**src/rtl/ysyx_23060201_mem_arb_pkg.sv**
```systemverilog
// Shared definitions for the IFU/LSU memory arbiter: FSM encodings,
// transaction owner encoding, the fixed IFU read mask and default latency.
package ysyx_23060201_mem_arb_pkg;

  // Arbiter FSM encodings (also visible on the debug state output).
  typedef enum logic [1:0] {
    ST_IDLE   = 2'd0,
    ST_ACCESS = 2'd1,
    ST_RESP   = 2'd2
  } state_e;

  // Which requester owns the transaction in flight.
  typedef enum logic {
    OWN_IFU = 1'b0,
    OWN_LSU = 1'b1
  } owner_e;

  // Instruction fetches are always full 32-bit reads.
  localparam logic [7:0] IFU_RMASK = 8'h0F;

  // Default accept-to-strobe latency in cycles (legal range 1..15).
  localparam int LATENCY_DEFAULT = 1;

  // Bit positions in the two-bit request/grant vectors.
  localparam int GNT_IFU = 0;
  localparam int GNT_LSU = 1;

endpackage

```
**src/rtl/ysyx_23060201_rr_arb2.sv**
```systemverilog
// Two-input round-robin grant selection. Bit 0 is the IFU, bit 1 the LSU.
// The last-grant register resets to the LSU so the IFU wins the first tie.
module ysyx_23060201_rr_arb2
  import ysyx_23060201_mem_arb_pkg::*;
(
  input  logic       clk,
  input  logic       rst_n,
  input  logic [1:0] i_req,
  input  logic       i_accept,
  output logic [1:0] o_grant
);

  logic r_last_lsu;

  // Remember who won the most recent accepted request.
  always_ff @(posedge clk or negedge rst_n) begin
    if (!rst_n) begin
      r_last_lsu <= 1'b1;
    end else if (i_accept) begin
      r_last_lsu <= o_grant[GNT_LSU];
    end
  end

  // One-hot grant: a lone requester wins, a tie goes to the one not granted last.
  always_comb begin
    o_grant = 2'b00;
    case (i_req)
      2'b01:   o_grant = 2'b01;
      2'b10:   o_grant = 2'b10;
      2'b11:   o_grant = r_last_lsu ? 2'b01 : 2'b10;
      default: o_grant = 2'b00;
    endcase
  end

endmodule

```
**src/rtl/ysyx_23060201_mem_arb.sv**
```systemverilog
// IFU/LSU memory arbiter. One transaction at a time: IDLE accepts a request
// from the granted requester, ACCESS waits LATENCY cycles and strobes memory
// in its last cycle, RESP holds the response until the owner takes it.
//
// Handshake: a request or response transfers on a cycle where valid and
// ready are both high. Requesters hold valid (and payload) until accepted;
// req_ready depends combinationally on req_valid through the grant, never the
// other way around. resp_valid stays high with stable rdata until resp_ready.
module ysyx_23060201_mem_arb
  import ysyx_23060201_mem_arb_pkg::*;
#(
  parameter int MEM_ADDR_WIDTH = 32,
  parameter int DATA_WIDTH     = 32,
  parameter int LATENCY        = LATENCY_DEFAULT
) (
  input  logic                      clk,
  input  logic                      rst_n,
  // IFU (read-only) port
  input  logic                      ifu_req_valid,
  output logic                      ifu_req_ready,
  input  logic [MEM_ADDR_WIDTH-1:0] ifu_raddr,
  output logic                      ifu_resp_valid,
  input  logic                      ifu_resp_ready,
  output logic [DATA_WIDTH-1:0]     ifu_rdata,
  // LSU (read/write) port
  input  logic                      lsu_req_valid,
  output logic                      lsu_req_ready,
  input  logic                      lsu_req_wen,
  input  logic [MEM_ADDR_WIDTH-1:0] lsu_addr,
  input  logic [DATA_WIDTH-1:0]     lsu_wdata,
  input  logic [7:0]                lsu_wmask,
  input  logic [7:0]                lsu_rmask,
  output logic                      lsu_resp_valid,
  input  logic                      lsu_resp_ready,
  output logic [DATA_WIDTH-1:0]     lsu_rdata,
  // Memory port
  output logic                      mem_ren,
  output logic [MEM_ADDR_WIDTH-1:0] mem_raddr,
  output logic [7:0]                mem_rmask,
  input  logic [DATA_WIDTH-1:0]     mem_rdata,
  output logic                      mem_wen,
  output logic [MEM_ADDR_WIDTH-1:0] mem_waddr,
  output logic [DATA_WIDTH-1:0]     mem_wdata,
  output logic [7:0]                mem_wmask,
  // Debug: current FSM state
  output logic [1:0]                dbg_state
);

  localparam logic [3:0] LAT_C = 4'(LATENCY);

  state_e                    r_state;
  state_e                    w_next;
  logic [3:0]                r_cnt;
  owner_e                    r_owner;
  logic                      r_wen;
  logic [MEM_ADDR_WIDTH-1:0] r_addr;
  logic [DATA_WIDTH-1:0]     r_wdata;
  logic [7:0]                r_wmask;
  logic [7:0]                r_rmask;
  logic [DATA_WIDTH-1:0]     r_ifu_rdata;
  logic [DATA_WIDTH-1:0]     r_lsu_rdata;

  logic [1:0]                w_req;
  logic [1:0]                w_grant;
  logic                      w_idle;
  logic                      w_accept;
  logic                      w_strobe;
  logic                      w_resp_hs;

  assign w_req = {lsu_req_valid, ifu_req_valid};

  ysyx_23060201_rr_arb2 u_rr_arb2 (
    .clk      (clk),
    .rst_n    (rst_n),
    .i_req    (w_req),
    .i_accept (w_accept),
    .o_grant  (w_grant)
  );

  // Ready is masked by reset so nothing looks acceptable while rst_n is low.
  assign w_idle        = rst_n && (r_state == ST_IDLE);
  assign ifu_req_ready = w_idle && w_grant[GNT_IFU];
  assign lsu_req_ready = w_idle && w_grant[GNT_LSU];
  assign w_accept      = (ifu_req_valid && ifu_req_ready) ||
                         (lsu_req_valid && lsu_req_ready);

  // The single strobe cycle is the last ACCESS cycle.
  assign w_strobe = (r_state == ST_ACCESS) && (r_cnt == LAT_C);
  assign mem_ren  = w_strobe && !r_wen;
  assign mem_wen  = w_strobe && r_wen;

  // Memory payload comes straight from the captured request; strobes qualify it.
  assign mem_raddr = r_addr;
  assign mem_rmask = r_rmask;
  assign mem_waddr = r_addr;
  assign mem_wdata = r_wdata;
  assign mem_wmask = r_wmask;

  // Only the owner ever sees resp_valid; the other resp_ready is ignored.
  assign ifu_resp_valid = (r_state == ST_RESP) && (r_owner == OWN_IFU);
  assign lsu_resp_valid = (r_state == ST_RESP) && (r_owner == OWN_LSU);
  assign w_resp_hs      = (ifu_resp_valid && ifu_resp_ready) ||
                          (lsu_resp_valid && lsu_resp_ready);

  assign ifu_rdata = r_ifu_rdata;
  assign lsu_rdata = r_lsu_rdata;
  assign dbg_state = r_state;

  // FSM state register.
  always_ff @(posedge clk or negedge rst_n) begin
    if (!rst_n) begin
      r_state <= ST_IDLE;
    end else begin
      r_state <= w_next;
    end
  end

  // FSM next-state logic.
  always_comb begin
    w_next = r_state;
    case (r_state)
      ST_IDLE:   if (w_accept)  w_next = ST_ACCESS;
      ST_ACCESS: if (w_strobe)  w_next = ST_RESP;
      ST_RESP:   if (w_resp_hs) w_next = ST_IDLE;
      default:   w_next = ST_IDLE;
    endcase
  end

  // ACCESS cycle counter: 1 in the first ACCESS cycle, strobe when it hits LATENCY.
  always_ff @(posedge clk or negedge rst_n) begin
    if (!rst_n) begin
      r_cnt <= 4'd0;
    end else if (w_accept) begin
      r_cnt <= 4'd1;
    end else if ((r_state == ST_ACCESS) && !w_strobe) begin
      r_cnt <= r_cnt + 4'd1;
    end
  end

  // Capture the winning request at accept; later input changes are ignored.
  always_ff @(posedge clk or negedge rst_n) begin
    if (!rst_n) begin
      r_owner <= OWN_IFU;
      r_wen   <= 1'b0;
      r_addr  <= '0;
      r_wdata <= '0;
      r_wmask <= 8'h00;
      r_rmask <= 8'h00;
    end else if (w_accept) begin
      if (lsu_req_ready) begin
        r_owner <= OWN_LSU;
        r_wen   <= lsu_req_wen;
        r_addr  <= lsu_addr;
        r_wdata <= lsu_wdata;
        r_wmask <= lsu_wmask;
        r_rmask <= lsu_rmask;
      end else begin
        r_owner <= OWN_IFU;
        r_wen   <= 1'b0;
        r_addr  <= ifu_raddr;
        r_wdata <= '0;
        r_wmask <= 8'h00;
        r_rmask <= IFU_RMASK;
      end
    end
  end

  // Load the owner's response data in the strobe cycle; writes return zero.
  always_ff @(posedge clk or negedge rst_n) begin
    if (!rst_n) begin
      r_ifu_rdata <= '0;
      r_lsu_rdata <= '0;
    end else if (w_strobe) begin
      if (r_owner == OWN_IFU) begin
        r_ifu_rdata <= mem_rdata;
      end else begin
        r_lsu_rdata <= r_wen ? '0 : mem_rdata;
      end
    end
  end

endmodule

```
**config.mk**
```make
export PLATFORM = sky130hd
export DESIGN_NAME = ysyx_23060201_mem_arb
export DESIGN_NICKNAME = d
export VERILOG_FILES = /design/src/rtl/ysyx_23060201_mem_arb_pkg.sv /design/src/rtl/ysyx_23060201_rr_arb2.sv /design/src/rtl/ysyx_23060201_mem_arb.sv
export SDC_FILE = /design/constraint.sdc
export NUM_CORES = 1
export LEC_CHECK = 0
export CAP_MARGIN = 20
export CELL_PAD_IN_SITES_DETAIL_PLACEMENT = 1
export CELL_PAD_IN_SITES_GLOBAL_PLACEMENT = 2
export CORE_ASPECT_RATIO = 1.25
export CORE_UTILIZATION = 22
export DETAILED_ROUTE_END_ITERATION = 10
export PLACE_DENSITY_LB_ADDON = 0.1
export SYNTH_ARGS = -nofsm -noshare
export SYNTH_HDL_FRONTEND = slang
export SYNTH_SLANG_ARGS = --single-unit
```
**constraint.sdc**
```tcl
create_clock -name clk -period 1.8 [get_ports clk]
set_input_delay 0.36 -clock clk [delete_from_list [all_inputs] [get_ports clk]]
set_output_delay 0.36 -clock clk [all_outputs]
set_load 0.02 [all_outputs]
```
==> metrics.md, run 1 <==
| Metric | Value |
|---|---|
| Run status | complete, but fails checks |
| Violated checks | negative setup slack |
| Starting DRT DRC Count | 185 |
| Pleak | 0.00580 uW |
| PwrDens | 1810 nW/um^2 |
| Final Power | 20800 uW |
| First-pass GRT wire length | 38600 um |
| Main synth FF type | dfrtp_1 |
| Area grow syn2layout | 72.3% |
| Via-per-instance ratio | 4.46 |
| Synth area leaders | dfrtp_1, mux2_4, a22o_1 |
| CP Capture Type | flop |
| Final period utilization | 1.18 |
| Final Hold Viols | 0 |
| Largest net degree at the start of global routing | 154 |
| DRT Pass-1 Iters | 4 |
| Routing usage on met2 | 0.303 |
| Dpl ws | -0.449 ns |
| Worst Path Required | ~2.1 ns |
| TritonCTS Buffers | 17 |
| FFs w/ async S/R, synth | 1.00 |
| Cell taking the most area after synthesis | dfrtp_1 |
| Vias in the first global route | approximately 6.3k |
| Clk buf depth | 2 |
| Logic gate share of total power | 0.530 |
| Actual slew at the worst max-slew pin | 1.01 ns |
| HPWL after DPL | 17200 um |
| Antenna-violating nets left | 0 |
| Final Setup Violations | approximately 70 |
| DRT Wirelength | ~26000 um |
| Highest clock rate | approximately 470 MHz |
| Total track usage | 0.168 |
| Post-Route Setup TNS | -12.21 ns |
| Worst Path Arrival | 2.43 ns |
| FF-to-FF Start | r_cnt[1] |
| Height of the die | 197 um |
| Worst path bufs/invs | 4 |
| EDFF count, synth | 0 |
| Post-route design area | roughly 11000 sq um |
| CP Cell Sequence | inv_1 -> ha_2 -> nand2b_1 -> buf_4 -> or4_4 -> buf_12 -> buf_16 -> mux2_4 |
| Hold Path Class | in2async |
| Max-slew headroom | 0.323 |
| Row count | 70 |
| Cts hold-fix bufs | 0 |
| Met1 Track Usage GR | 0.187 |
| Die X | between 150 and 200 um |
| Placer congestion estimate | 0.781 |
| Clock insertion delay at the later pin of the skew report | 0.43 ns |
| Worst VDD drop | 0.000682 V |
| Worst stage delay on the critical path | 0.56 ns |
| Max Cap Viol | 0 |
| Mapped Cells | 542 |
| Unrepaired setup endpoints after global routing | true |
| Most common cell in the synthesized netlist | dfrtp_1 |
| Cell family with most CP delay | simple AND/OR/NAND/NOR gates |
| Initial Util | 0.226 |
| Critical path type | reg2reg |
| Fill cells | 3181 |
| Crit Reg-Reg Endpoint | lsu_rdata[3] |
| Fin. max-slew vios | 0 |
| Per-cell routed wire length | 20.6 um |
| Die ar. | 31000 sq um |
| Crit path max fanout | 8 |
| GR Util met3 | 0.0457 |
| P_sw | approximately 8400 uW |
| Core Util, Final | 0.389 |
| Clk pwr share | 0.170 |
| GR Overflow Total | 0 |
| Number of port buffers | 334 |
| Grt peak-use layer | met2 |
| Yosys Warn Count | 0 |
| Htree depth | 4 |
| Final-stage net count | 1024 |
| Root Buffer | clkbuf_16 |
| Minimum clock period | 2.12 ns |
| Flop pwr share | 0.301 |
| Top cells by count, synth | dfrtp_1, a22o_1, nor2_1, o21ai_0 |
| Clock slew seen by the registers of the worst setup and hold paths | roughly 0.060 ns |
| Seq/Total Area, Yosys | 0.574 |
| Worst R2R Setup Slack | -0.32 ns |
| Mapped Nets | between 600 and 700 |
| Post-synth design cell area | between 6000 and 7000 sq um |
| Clock sink total | 153 |
| I/O pin count | 335 |
| Initial antenna violation count | 1 |
| Power Internal | 12400 uW |
| Routed vias | 5712 |
| Post-synth top area share | 0.570 |
| Sw frac | 0.402 |
| # DRC | 0 |
| Ratio of cells with drive above 1 in the final layout | 0.202 |
| Placed Area | 10400 sq um |
| Synth cell types | 32 |
| Synthesis-stage register bit count | roughly 150 |
| Final Skew | 0.0168 ns |
| Core area | just under 30000 sq um |
| Worst-path cell with the longest stage delay | or4_4 |
| Post-Syn Area per Cell | 12.3 sq um |
| Final setup margin | -0.322 ns |
| CP Launch Type | flop |
| Reg2Reg Depth | 8 |
| CTS tree | yes |
==> worst max path at each step <==
stage | startpoint | to | slack, ns | cells past startpoint
after floorplan | dbg_state[1] | mem_ren | -0.06 | 4
after global placement | r_cnt[1] | mem_ren | -0.43 | 6
after detailed placement | lsu_req_valid | lsu_req_ready | -0.45 | 5
after CTS | r_cnt[1] | mem_ren | -0.31 | 6
after global routing | r_cnt[1] | lsu_rdata[3] | -0.36 | 8
final | r_cnt[1] | lsu_rdata[3] | -0.32 | 8
==> layout make-up <==
| class | count | area (sq um) | area share |
|---|---|---|---|
| Timing Repair Buffer | 381 | 4000 | 0.348 |
| Sequential cell | 153 | 3830 | 0.333 |
| Multi-Input combinational cell | 313 | 2580 | 0.225 |
| Tap cell | 396 | 495 | 0.0431 |
| Clock buffer | 20 | 447 | 0.0389 |
| Clock inverter | 12 | 116 | 0.0101 |
| Inverter | 5 | 21.3 | 0.00185 |
| Antenna cell | 1 | 2.50 | 0.000218 |
==> power groups by stage <==
stage	registers, uW	logic [uW]	clock network (uW)
final	6240	11000	3530
after global routing	6470	11700	3790
after detailed placement	6330	11200	0
after CTS	6280	11000	3680
after global placement	6270	11100	0
after floorplan	8170	3860	0
==> layout by cell type (no fill, tap or decap), types with 26 or more instances in the layout <==
| cell type | count |
|---|---|
| nor2b_1 | 32 |
| mux2_4 | 41 |
| a22o_1 | 45 |
| a21oi_1 | 35 |
| buf_4 | 26 |
| clkdlybuf4s50_1 | 168 |
| nor2_1 | 32 |
| o21ai_0 | 32 |
| dlymetal6s2s_1 | 62 |
| dfrtp_1 | 152 |
| dlygate4sd2_1 | 97 |
==> logic make-up after synthesis <==
| group | share of synthesized area |
|---|---|
| AOI/OAI and AO/OA | 0.160 |
| adders and majority gates | 0.00375 |
| buffers and inverters | 0.0658 |
| DFF | 0.574 |
| and+or+nand+nor | 0.0694 |
| muxes | 0.127 |
==> metrics by stage <==
stage	std cells	hold slack (ns)
6_report	1281	0.123
5_1_grt	1281	0.271
4_1_cts	1278	0.272
3_5_place_dp	1233	0.479
3_3_place_gp	1233	0.473
2_1_floorplan	542	0.0644
==> flip-flops by register name, summed over array words and instances, names as in the netlist <==
name,cells
mem_wdata,32
r_cnt,4
r_wen,1
lsu_rdata,32
r_owner,1
u_rr_arb2.r_last_lsu,1
mem_wmask,8
mem_rmask,8
mem_raddr,32
ifu_rdata,32
dbg_state,2
==> worst reg2reg max path: stages (launching register included) <==
cell and delay (ns):
dfrtp_1 0.38, inv_1 0.07, ha_2 0.17, nand2b_1 0.07, buf_4 0.15, or4_4 0.56
buf_12 0.17, buf_16 0.14, mux2_4 0.30
==> per-layer routing <==
metal / part of all wire / up-vias
li1: - / 2562
met1: 0.38 / 2922
met2: 0.54 / 199
met3: 0.061 / 29
met4: 0.021 / 0
met5: 0 / -
==> what timing repair did <==
| action | in CTS | in global routing |
|---|---|---|
| pin swaps | 2 | 0 |
| resized for setup | 153 | 100 |
| buffers inserted | 7 | 2 |
| setup endpoints to repair | 218 | 185 |
| gates cloned | 6 | 1 |
Power figures use the tool's default switching activity.
==> inputs of run 2 (changes only) <==
CORE_UTILIZATION = 34   (was 22)
DONT_BUFFER_PORTS = 1   (was not set)
REMOVE_ABC_BUFFERS = 1   (was not set)
==> metrics.md, run 2 (synthesis gave the netlist of run 1 again) <==
| Metric | Value |
|---|---|
| Run status | complete, but fails checks |
| Violated checks | negative hold slack, negative setup slack |
| CTS tree | yes |
| Max-slew headroom | 0.655 |
| Crit path max fanout | 3 |
| Reg2Reg Depth | 6 |
| Hold Path Class | in2async |
| Final Setup Violations | 68 |
| Max Cap Viol | 0 |
| PwrDens | about 2200 nW/um^2 |
| Placed Area | 6950 sq um |
| Highest clock rate | 456 MHz |
| Die ar. | 20200 sq um |
| Actual slew at the worst max-slew pin | 0.517 ns |
| Total track usage | 0.188 |
| Post-route insts no fill | 819 |
| Clock slew seen by the registers of the worst setup and hold paths | roughly 0.070 ns |
| Die X | 127 um |
| Final Power | 17700 uW |
| CP Cell Sequence | inv_1 -> ha_2 -> nand2b_1 -> buf_6 -> or3_4 -> nor2_4 -> buf_6 |
| Ant. Diodes | 0 |
| Final-stage net count | 698 |
| Starting DRT DRC Count | 95 |
| I/O pin count | 335 |
| Vias in the first global route | between 4k and 5k |
| FF-to-FF Start | r_cnt[1] |
| Final period utilization | 1.22 |
| Worst-path cell with the longest stage delay | or3_4 |
| HPWL after DPL | between 10000 and 15000 um |
| Final Hold Viols | 153 |
| Height of the die | 159 um |
| Area grow syn2layout | 22.0% |
| TritonCTS Buffers | 17 |
| Core Util, Final | 0.429 |
| Largest net degree at the start of global routing | 156 |
| Ratio of cells with drive above 1 in the final layout | 0.339 |
| Worst Path Required | 1.44 ns |
| Minimum clock period | 2.19 ns |
| Crit Reg-Reg Endpoint | lsu_rdata[28] |
| First-pass GRT wire length | 28400 um |
| Core area | roughly 19000 sq um |
| Routed vias | 4409 |
| Critical path type | reg2out |
| Multi-input logic area | around 2700 sq um |
| Via-per-instance ratio | 5.38 |
| Commonest non-fill, non-tap cell in the layout | dfrtp_1 |
| DRT Wirelength | ~19000 um |
| Placer congestion estimate | 0.707 |
| CP Capture Type | primary output |
| Clk buf depth | 2 |
| Register area | 3830 sq um |
| Final Skew | 0.00949 ns |
| Worst R2R Setup Slack | -0.34 ns |
| Final setup margin | -0.395 ns |
| Placed Cells | 769 |
| Row count | 56 |
| Root Buffer | clkbuf_16 |
| Number of port buffers | 0 |
| Clock sink total | 153 |
| Clock insertion delay at the later pin of the skew report | 0.42 ns |
| Initial antenna violation count | 0 |
| Per-cell routed wire length | 23.2 um |
| Antenna-violating nets left | 0 |
| Htree depth | 4 |
| Worst VDD drop | 0.000694 V |
| GR Overflow Total | 0 |
| Pleak | 0.00370 uW |
| Fill cells | 1956 |
| Fin. max-slew vios | 0 |
| DRT Pass-1 Iters | 4 |
| CP Launch Type | flop |
| Worst Hold Margin | -0.368 ns |
| CP dominant cell by count | buf_6 |
| Worst stage delay on the critical path | 0.40 ns |
| Worst Path Arrival | 1.83 ns |
| Post-route design area | 8140 sq um |
| Unrepaired setup endpoints after global routing | true |
| Highest-count cells in the layout ignoring fill and taps | dfrtp_1, mux2_4, a22o_1, o21ai_0, a21oi_1 |
| Initial Util | 0.351 |
| # DRC | 0 |
==> run 2: cell count changes in the layout (fill, tap and decap cells not counted), sizes merged, moves of 2 or more <==
cell           before  now
bufbuf              0    3
dlygate4sd2        97    0
dlymetal6s2s       62    0
clkbuf             21   19
inv                 9   14
clkdlybuf4s50     168    0
clkinvlp            5    1
==> run 2: worst max path at each step <==
stage	depth (start not counted)	slack, ns	to	startpoint
finish	7	-0.39	mem_wen	r_cnt[1]
global route	7	-0.48	mem_wen	r_cnt[1]
CTS	7	-0.42	mem_ren	r_cnt[1]
detailed placement	6	-0.20	lsu_rdata[10]	r_cnt[1]
global placement	6	-0.16	lsu_rdata[17]	r_cnt[1]
floorplan	3	-2.53	ifu_req_ready	dbg_state[1]
==> run 2: critical path, delay by kind of cell, from the launching register on <==
family                     cells  cell delay [ns]
adders and majority gates      1             0.16
and+or+nand+nor                3             0.57
DFF                            1             0.38
buffers and inverters          3             0.30
==> run 2: area by class of cell <==
class / count / share of cell area
Sequential cell: 153 / 0.471
Multi-Input combinational cell: 313 / 0.335
Timing Repair Buffer: 55 / 0.0784
Clock buffer: 19 / 0.0556
Tap cell: 261 / 0.0401
Clock inverter: 13 / 0.0180
Inverter: 5 / 0.00261
==> run 2: power by group <==
part           switching [uW]  leakage [uW]  internal [uW]
Combinational            2030       0.00152           2910
Clock                    1570      0.000295           2050
Sequential               3970       0.00189           5120
Total                    7570       0.00370          10100
==> run 2: what timing repair did <==
item	CTS	global route
endpoints found under the setup margin	69	103
pin swaps	3	9
resized for setup	50	37
cloned	6	0
buffers inserted	12	3
hold endpoints to repair	153	153
==> run 2: routing by layer <==
metal	GRT usage	wire [um]	vias to the layer above
met5	0	0	-
met3	0.0608	1390	30
met4	0.0726	415	0
met2	0.327	9940	199
li1	-	-	1911
met1	0.213	7260	2269
==> run 2: through the flow <==
step / setup TNS [ns] / hold WS, ns / setup WS (ns)
after floorplan: -233.25 / 0.0644 / -2.53
after global placement: -5.72 / 0.0685 / -0.156
after detailed placement: -8.12 / 0.0688 / -0.196
after CTS: -14.93 / -0.392 / -0.415
after global routing: -19.35 / -0.402 / -0.484
final: -13.26 / -0.368 / -0.395
==> inputs of run 3 (changes only) <==
CORE_UTILIZATION = 38   (was 34)
clock period = 2.1 ns   (was 1.8 ns; I/O delays follow)
==> metrics.md, run 3 (synthesis gave the netlist of run 1 again) <==
| Metric | Value |
|---|---|
| Run status | complete, but fails checks |
| Die X | about 120 um |
| Violated checks | negative hold slack, negative setup slack |
| Worst R2R Setup Slack | 0.10 ns |
| Placed Area | roughly 7000 sq um |
| Row count | 53 |
| Total track usage | 0.197 |
| Unrepaired setup endpoints after global routing | true |
| Clk buf depth | 2 |
| Fin. max-slew vios | 0 |
| CTS tree | yes |
| Core Util, Final | 0.447 |
| Starting DRT DRC Count | 160 |
| Actual slew at the worst max-slew pin | between 0.4 and 0.5 ns |
| I/O pin count | 335 |
| Pleak | 0.00341 uW |
| Max-slew headroom | 0.696 |
| Highest-count cells in the layout ignoring fill and taps | dfrtp_1, a22o_1, o21ai_0, mux2_2, a21oi_1 |
| Final period utilization | 1.03 |
| Highest clock rate | 464 MHz |
| Placed Cells | 716 |
| Power Internal | 8080 uW |
| Ratio of cells with drive above 1 in the final layout | 0.293 |
| Vias in the first global route | 4738 |
| P_sw | 6180 uW |
| Per-cell routed wire length | approximately 24 um |
| Placer congestion estimate | around 0.75 |
| Clock insertion delay at the later pin of the skew report | 0.42 ns |
| Sw frac | 0.433 |
| Final Setup Violations | 2 |
| Worst VDD drop | 0.000665 V |
| Worst Hold Margin | -0.308 ns |
| Final setup margin | -0.0568 ns |
| Final Hold Viols | 153 |
| Initial Util | 0.393 |
| Largest net degree at the start of global routing | 156 |
| Clock slew seen by the registers of the worst setup and hold paths | 0.06 ns |
| Area grow syn2layout | 13.8% |
| Initial antenna violation count | 0 |
| Minimum clock period | 2.16 ns |
| Logic gate share of total power | 0.248 |
| # DRC | 0 |
| HPWL after DPL | ~12000 um |
| Routed vias | 4292 |
| Post-route design area | between 7000 and 8000 sq um |
| Hold Path Class | in2async |
| Worst Path Arrival | 1.74 ns |
| Clock sink total | 153 |
| Final-stage net count | just under 700 |
| Critical path type | reg2out |
| Clk pwr share | 0.208 |
| Flop pwr share | 0.544 |
| Antenna-violating nets left | 0 |
| DRT Wirelength | 18000 um |
| Height of the die | about 150 um |
| First-pass GRT wire length | 27100 um |
| Worst Path Required | 1.68 ns |
| Number of port buffers | 0 |
| TritonCTS Buffers | 17 |
| Post-route insts no fill | 760 |
| Ant. Diodes | 0 |
| Post-Route Setup TNS | -0.0810 ns |
| Die ar. | 18100 sq um |
| Final Skew | 0.00815 ns |
| CP Launch Type | flop |
| Crit path max fanout | 4 |
| Core area | ~17000 sq um |
| Commonest non-fill, non-tap cell in the layout | dfrtp_1 |
| Htree depth | 4 |
| GR Overflow Total | 0 |
| CP Capture Type | primary output |
| Max Cap Viol | 0 |
| PwrDens | 1880 nW/um^2 |
| Via-per-instance ratio | approximately 5.6 |
| Final Power | 14300 uW |
| DRT Pass-1 Iters | 4 |
| Root Buffer | clkbuf_16 |
==> run 3: changes by cell type in the layout (fill, tap and decap cells not counted), moves of 6 or more <==
| cell | previous run | this run |
|---|---|---|
| mux2_2 | 3 | 35 |
| mux2_4 | 62 | 30 |
| o31ai_1 | 15 | 32 |
| o31ai_2 | 13 | 0 |
| buf_6 | 10 | 3 |
| buf_4 | 33 | 27 |
==> run 3: worst max-delay path: stages, from the launching register on <==
cell and delay [ns]:
dfrtp_2 0.44, nand2b_4 0.16, buf_8 0.12, or3_4 0.37, nor2_4 0.12, buf_6 0.12
==> run 3: worst paths after layout <==
path	startpoint	end	cells past startpoint
worst max-delay path	dbg_state[1]	mem_wen	5
min in group clk	lsu_wdata[7]	mem_wdata[7]	1
max in group asynchronous	rst_n	mem_wdata[17]	0
worst max register to register	r_cnt[1]	lsu_rdata[8]	6
worst min-delay path	rst_n	ifu_rdata[30]	0
worst min register to register	u_rr_arb2.r_last_lsu	u_rr_arb2.r_last_lsu	1
==> run 3: final cells by class <==
type,count,area [sq um]
multi-input combinational,313,2490
timing repair buffer,38,402
fill,1753,9380
clock buffer,19,453
inverter,5,21.3
tap,220,275
sequential,153,3830
clock inverter,12,118
==> run 3: layer usage <==
layer | wire (um) | vias to the layer above | share of wire | GRT usage
li1 | - | 1873 | - | -
met1 | 6960 | 2194 | 0.39 | 0.230
met2 | 9210 | 201 | 0.51 | 0.332
met3 | 1510 | 24 | 0.083 | 0.0667
met4 | 367 | 0 | 0.020 | 0.0821
met5 | 0 | - | 0 | 0
==> run 3: power by group through the flow <==
stage          Clock [uW]  Sequential, uW  Combinational [uW]
2_1_floorplan           0            7420                2390
3_3_place_gp            0            7800                3160
3_5_place_dp            0            7800                3330
4_1_cts              3060            7790                3430
5_1_grt              3150            7980                3920
6_report             2960            7760                3540
==> run 3: stage by stage <==
stage          worst slack, ns  hold slack, ns
2_1_floorplan            -2.29           0.124
3_3_place_gp             0.151           0.127
3_5_place_dp             0.109           0.128
4_1_cts                 -0.186          -0.329
5_1_grt                 -0.123          -0.333
6_report               -0.0568          -0.308
==> run 3: timing repair <==
item,in CTS,in global routing
setup buffers,3,9
gates resized for setup,9,14
endpoints found under the setup margin,3,4
endpoints found under the hold margin,153,153
cloned,0,2
pin swaps,1,5
